===== src/rtl/f2i_iter.sv =====
// rtl/f2i_iter.sv - sequential single-precision float to signed integer converter
module f2i_iter #(
  parameter int OUT_WIDTH = 32
) (
  input  logic                 clk,
  input  logic                 rst,
  input  logic                 in_valid,
  output logic                 in_ready,
  input  logic [31:0]          in_data,
  output logic                 out_valid,
  input  logic                 out_ready,
  output logic [OUT_WIDTH-1:0] out_data,
  output logic                 out_invalid,
  output logic                 out_inexact
);

  localparam int W = OUT_WIDTH;

  // Biased exponent thresholds: 127 is E=0, 150 puts the hidden-bit mantissa
  // exactly in place (E=23), 126+W is the first exponent that cannot fit.
  localparam logic [7:0] E_BIAS    = 8'd127;
  localparam logic [7:0] E_MANT    = 8'd150;
  localparam logic [7:0] E_TOP     = 8'(126 + W);
  localparam logic [4:0] E_MANT_LO = E_MANT[4:0];

  localparam logic [W-1:0] MAX_POS = {1'b0, {(W-1){1'b1}}};
  localparam logic [W-1:0] MAX_NEG = {1'b1, {(W-1){1'b0}}};

  typedef enum logic [1:0] {
    IDLE  = 2'd0,
    SHIFT = 2'd1,
    OUT   = 2'd2
  } state_t;

  state_t state, state_next;

  logic [4:0]   cnt;
  logic [W-1:0] work;
  logic         left;
  logic         neg;
  logic         sticky;
  logic         inv;

  logic         dec_s;
  logic [7:0]   dec_e;
  logic [22:0]  dec_f;
  logic [W-1:0] dec_work;
  logic [4:0]   dec_cnt;
  logic         dec_left;
  logic         dec_neg;
  logic         dec_sticky;
  logic         dec_inv;

  assign dec_s    = in_data[31];
  assign dec_e    = in_data[30:23];
  assign dec_f    = in_data[22:0];
  assign in_ready = (state == IDLE);

  // Classify the incoming float; special cases load their final value into
  // the work register with a zero shift count so they share the output path.
  always_comb begin
    dec_work   = '0;
    dec_cnt    = '0;
    dec_left   = 1'b0;
    dec_neg    = 1'b0;
    dec_sticky = 1'b0;
    dec_inv    = 1'b0;
    if (dec_e == 8'hFF) begin
      dec_inv = 1'b1;
      if (dec_f != 23'd0) begin
        dec_work = MAX_POS;
      end else begin
        dec_work = dec_s ? MAX_NEG : MAX_POS;
      end
    end else if (dec_e < E_BIAS) begin
      dec_sticky = |in_data[30:0];
    end else if (dec_e >= E_TOP) begin
      if (dec_s && (dec_e == E_TOP) && (dec_f == 23'd0)) begin
        dec_work = MAX_NEG;
      end else begin
        dec_inv  = 1'b1;
        dec_work = dec_s ? MAX_NEG : MAX_POS;
      end
    end else begin
      dec_work = W'({1'b1, dec_f});
      dec_neg  = dec_s;
      // Only the low five bits matter: the distance never exceeds 23.
      if (dec_e > E_MANT) begin
        dec_left = 1'b1;
        dec_cnt  = dec_e[4:0] - E_MANT_LO;
      end else begin
        dec_cnt  = E_MANT_LO - dec_e[4:0];
      end
    end
  end

  // State register.
  always_ff @(posedge clk) begin
    if (rst) begin
      state <= IDLE;
    end else begin
      state <= state_next;
    end
  end

  // Next-state logic: accept in IDLE, finish SHIFT when the count is spent,
  // leave OUT only when the consumer takes the result.
  always_comb begin
    state_next = state;
    case (state)
      IDLE:    if (in_valid) state_next = SHIFT;
      SHIFT:   if (cnt == 5'd0) state_next = OUT;
      OUT:     if (out_ready) state_next = IDLE;
      default: state_next = IDLE;
    endcase
  end

  // Datapath: latch decode, shift one bit per cycle, then present and hold.
  always_ff @(posedge clk) begin
    if (rst) begin
      cnt         <= '0;
      work        <= '0;
      left        <= 1'b0;
      neg         <= 1'b0;
      sticky      <= 1'b0;
      inv         <= 1'b0;
      out_valid   <= 1'b0;
      out_data    <= '0;
      out_invalid <= 1'b0;
      out_inexact <= 1'b0;
    end else begin
      case (state)
        IDLE: begin
          if (in_valid) begin
            cnt    <= dec_cnt;
            work   <= dec_work;
            left   <= dec_left;
            neg    <= dec_neg;
            sticky <= dec_sticky;
            inv    <= dec_inv;
          end
        end
        SHIFT: begin
          if (cnt != 5'd0) begin
            cnt <= cnt - 5'd1;
            if (left) begin
              work <= work << 1;
            end else begin
              work   <= work >> 1;
              sticky <= sticky | work[0];
            end
          end else begin
            out_data    <= neg ? -work : work;
            out_valid   <= 1'b1;
            out_invalid <= inv;
            out_inexact <= sticky;
          end
        end
        OUT: begin
          if (out_ready) begin
            out_valid   <= 1'b0;
            out_invalid <= 1'b0;
            out_inexact <= 1'b0;
          end
        end
        default: ;
      endcase
    end
  end

endmodule

===== config.mk =====
export PLATFORM = sky130hd
export DESIGN_NAME = f2i_iter
export DESIGN_NICKNAME = d
export VERILOG_FILES = /design/src/rtl/f2i_iter.sv
export SDC_FILE = /design/constraint.sdc
export NUM_CORES = 1
export LEC_CHECK = 0
export ABC_AREA = 1
export CAP_MARGIN = 15
export CORE_MARGIN = 4
export CORE_UTILIZATION = 37
export DETAILED_ROUTE_END_ITERATION = 12
export SKIP_CTS_REPAIR_TIMING = 1
export SLEW_MARGIN = 20
export SYNTH_ARGS = -nofsm -noshare
export SYNTH_HDL_FRONTEND = slang
export SYNTH_SLANG_ARGS = --single-unit

===== constraint.sdc =====
create_clock -name clk -period 1.9 [get_ports clk]
set_input_delay 0.38 -clock clk [delete_from_list [all_inputs] [get_ports clk]]
set_output_delay 0.38 -clock clk [all_outputs]
set_load 0.05 [all_outputs]

* After elaboration in Yosys (flattened, before gate mapping)
Cells that the tools add are included.
** Word-level totals
- Bits of input ports :: 36
- Word-level logic and storage cells :: 92
- Output and inout bits :: 36
- Flip-flop bits (word level) :: 78
** Cells by class
- Eq/ne operators :: 10
- Muxes and demuxes :: 46
- $lt $le $gt $ge :: 3
- Reduce and logical (&&, ||, !) cells :: 16
- $add $sub $neg :: 4
- Bitwise operators :: 2
** Operator list (count)
- $mux 32 :: 10
- $pmux 32 s2 :: 1
- $neg 32->32 :: 1
- $reduce_or 31->1 :: 1
- $mux 5 :: 6
- $logic_not 23->1 :: 1
- $reduce_bool 23->1 :: 1
- $mux 1 :: 20
- $eq 8x8->1 const B :: 2
- $ne 2x2->1 const B :: 6
- $pmux 5 s2 :: 1
- $reduce_and 3->1 :: 3
- $ge 8x8->1 const B :: 1
- $gt 8x8->1 const B :: 1
- $lt 8x7->1 const B :: 1
- $pmux 1 s2 :: 4
- $mux 2 :: 3
- $pmux 2 s3 :: 1
- $logic_not 5->1 :: 1
- $reduce_bool 5->1 :: 1
- $sub 5x1->5 const B :: 1
- $sub 5x5->5 const A :: 1
- $sub 5x5->5 const B :: 1
- $reduce_and 2->1 :: 2
- 8 further kinds :: 10

* Longest topological paths before layout
- Word-level depth :: 9
- Depth in mapped cells :: 12
- Mapped depth without buffers :: 12

* Worst setup path after synthesis
Ideal clock, no wire load.
- Path kind :: register to register
- From :: register state[1]
- To :: register work[12]
- Setup time :: 0.122 ns
- Clock period less this slack :: 2.083 ns
- Setup slack :: -0.183 ns
- Arrival :: 1.961 ns
- Data required time :: 1.778 ns
- Buffers on the path :: 2
- Stages on the path, launching flop included :: 9
- Cell sequence :: dfxtp_1 nor2_1 nand2_1 inv_1 nor2_2 buf_2 buf_2 nor2_1 a21oi_2
** On the way
- Word-level cells in the longest chain between the ends :: 3
- Elaborated cells on any way between the ends :: 7
- Those cells by class :: eq/ne: 3; mux: 1; reduce/logical: 3
** Ends and longest elaborated chain
- from (decl) :: line 35 : state_t state, state_next;
- from (signal assigned) :: line 102 : state <= state_next;
- $logic_not 2->1 (*)
- named net in_ready :: line 8 : output logic in_ready,
- $ne 2x2->1 (no source line) / $reduce_bool 2->1 (equally long branches)
- $reduce_and 3->1 (no source line)
- to (signal assigned) :: line 136 : work <= dec_work;
- to (signal assigned) :: line 147 : work <= work << 1;
- to (signal assigned) :: line 149 : work <= work >> 1;
- to (decl) :: line 38 : logic [W-1:0] work;
The timed path passes the listed nets; every way through them passes the cells marked *.
A chain may end at the register's enable or synchronous reset.

* Worst setup path in the final report
- From :: register out_data[16]
- To :: output out_data[16]
** RTL lines
- from (decl) :: line 12 : output logic [OUT_WIDTH-1:0] out_data,
- from (signal assigned) :: line 153 : out_data <= neg ? -work : work;
No word-level cell between the ends.

==> flow_summary.toml <==
[yosys]
async_reset_ff_share_pct = 0
yosys_warnings = 0
ys.flop_type = "dfxtp_1"
yosys-top-cells-count = "nand2_1 (187), inv_1 (106), nor2_1 (100)"
synthTopCellsByArea = "dfxtp_1 (29%), nand2_1 (13%), inv_1 (7.4%)"
synth_enable_flop_cells = 0
ys_types = 34
ys_ff_latch = 78
synth_top_area_cell = "dfxtp_1"
yosysSeqAreaShare_pct = 29.2
synth_area_per_cell_um2 = 6.22
synth_top_area_share_pct = 29.2
syn_area_um2 = 5360
synth_fp_nets = 905
synthMostInstantiatedCell = "nand2_1"
syn_inst = 861

[grt]
antenna_found_initial = 0
grt_start_max_net_pins = 46
grt_pass1_vias = 5340
grt_overflow = 0
grt_pass1_wl_um = 25900
grt_usage_pct = 18.9

[clock_tree]
cts_buffers = 9
root_buffer = "clkbuf_16"
clock-sinks = 78
clockBufferDepth = 2
cts_tree = "yes"
path_clk_slew_ns = 0.06
clock_latency_ns = 0.34
cts_max_level = 3

[cells_and_area]
seqCellArea_um2 = 1560
stdcell_count = 1153
multiInputGateArea_um2 = 3160
drive_gt1_share_pct = 16.9
nFillCells = 1489
num-nets-final = 1012
area_growth_pct = 29.5
antenna_cells = 0
design_area_um2 = 6930

[floorplanning]
io_pins = 72
core_area_um2 = 14000
fp.dieArea_um2 = 16500
core.rowCount = 43
die_width_um = 128
start_util_pct = 38.1
die_y_um = 128

[detailed_routing]
dr.pass1.iters = 5
routed_via_density = 5.02
drt_iter0_drc = 436
num_vias = 5792
postRouteAntennaNets = 0
avgRoutedWirePerCell_um = 13.5
drc_errors = 0
wl_um = 15500

[hold_path]
hold_start = "out_valid"
hold_class = "flip-flop to flip-flop"
worstHoldEndpoint = "out_valid"
hold_depth = 2

[placement]
place_area_um2 = 6590
gp_congestion = 0.980
dp_cells = 1137
dpl.hpwl_um = 11700
place.port_buffers = 71

[worst_setup_path]
crit_path_max_incr_delay_ns = 0.80
crit_family = "buffers and inverters"
slowest_stage = "clkdlybuf4s50_1"
cp_max_fo = 2
start_kind = "flip-flop"
worst-r2r-setup-slack_ns = 0.18
reg2reg_depth = 10
worstPathCellList = "clkdlybuf4s50_1"
rr_endpoint = "work[14]"
required_ns = 1.52
r2r-start = "cnt[0]"
crit_arrival_ns = 1.46
endpoint_kind = "primary output"
worst-path-buf-inv = 1
worstSetupPathType = "flip-flop to primary output"

[timing]
slew_headroom_pct = 66.1
hold_viol_final = 0
worstMarginPinSlew_ns = 0.508
fin_setup_tns_ns = 0
whs_ns = 0.463
fmax_mhz = 543
skew_ns = 0.00566
fin_crit_sh_pct = 96.9
period_minus_slack_ns = 1.84
rsz0062_at_grt = "yes"
slew_violations = 0
setup_viol = 0

[pwr]
p_per_area_nw_per_um2 = 1010
p_total_mw = 7.02
ir_drop_uv = 485
p_leak_nw = 3.31

[run_status]
status = "complete, no violations"

[run]
drv_cap = 0
==> how the worst max path moves through the flow <==
stage | startpoint | endpoint | slack [ns] | depth (start not counted)
3_5_place_dp | in_data[23] | work[16] | -0.25 | 12
2_1_floorplan | state[1] | work[12] | 0.10 | 8
5_1_grt | cnt[0] | work[23] | -0.03 | 12
6_report | out_data[16] | out_data[16] | 0.06 | 1
4_1_cts | out_invalid | out_invalid | 0.02 | 1
3_3_place_gp | in_data[23] | work[21] | -0.21 | 12
==> routing by layer <==
metal  vias up  wire length, µm  track usage, %
met5         -                0               0
met4         0              177            5.49
met3        14              893            3.04
met2       173             6820            28.6
met1      2568             7640            27.7
li1       3037                -               -
==> logic make-up (layout without fill, tap and decap cells) <==
family | count (synthesis) | in the layout | synth area share [%]
xor gates and xnor gates | 16 | 16 | 2.62
buffers and inverters | 158 | 270 | 12.5
and+or+nand+nor | 407 | 407 | 32.7
DFF | 78 | 78 | 29.2
AOI/OAI and AO/OA | 194 | 194 | 21.1
adders and majority gates | 8 | 8 | 1.87
==> power by group <==
part	internal, mW	switching, mW
clock network	1.05	0.686
logic	1.10	1.97
registers	1.94	0.273
total	4.08	2.93
==> per-stage QoR <==
| stage | worst slack (ns) | util (%) |
|---|---|---|
| 2_1_floorplan | 0.102 | - |
| 3_3_place_gp | -0.213 | 46.9 |
| 3_5_place_dp | -0.250 | 46.9 |
| 4_1_cts | 0.0169 | 49.1 |
| 5_1_grt | -0.0349 | 49.4 |
| 6_report | 0.0583 | 49.4 |
==> cell usage in the layout (no fill, tap or decap), drive strengths merged <==
cell type / n
o21bai: 3
a21oi: 70
or2: 3
xnor2: 1
nand4: 31
inv: 108
o211ai: 1
clkbuf: 10
ha: 8
nor3: 6
nand2: 191
o21a: 10
dfxtp: 78
clkinv: 5
buf: 104
bufinv: 1
a31oi: 1
nand3: 71
clkinvlp: 1
o221ai: 1
xor2: 15
clkdlybuf4s50: 38
nor2: 105
o21ai: 78
o22ai: 30
dlymetal6s2s: 3
==> registers in the layout, summed over array words and instances (netlist names) <==
| signal | flops |
|---|---|
| left | 1 |
| state | 2 |
| out_data | 32 |
| sticky | 1 |
| out_inexact | 1 |
| inv | 1 |
| out_valid | 1 |
| neg | 1 |
| work | 32 |
| cnt | 5 |
| out_invalid | 1 |
==> cell type report <==
class | count | share of cell area (%)
repair buffers | 145 | 18.4
flip-flops and latches | 78 | 22.5
clock buffers | 10 | 3.45
clock inverters | 6 | 0.884
inverters | 109 | 5.92
multi-input cells | 625 | 45.6
well taps | 180 | 3.25
==> worst reg2reg max path: stages (launching register included) <==
cell     delay [ns]
dfxtp_1        0.32
inv_1          0.10
ha_1           0.15
nand2_1        0.06
nor3_2         0.15
nor2_1         0.07
nor2_2         0.19
inv_2          0.08
buf_12         0.16
o21ai_0        0.25
a21oi_2        0.06
(Power assumes the default switching activity.)
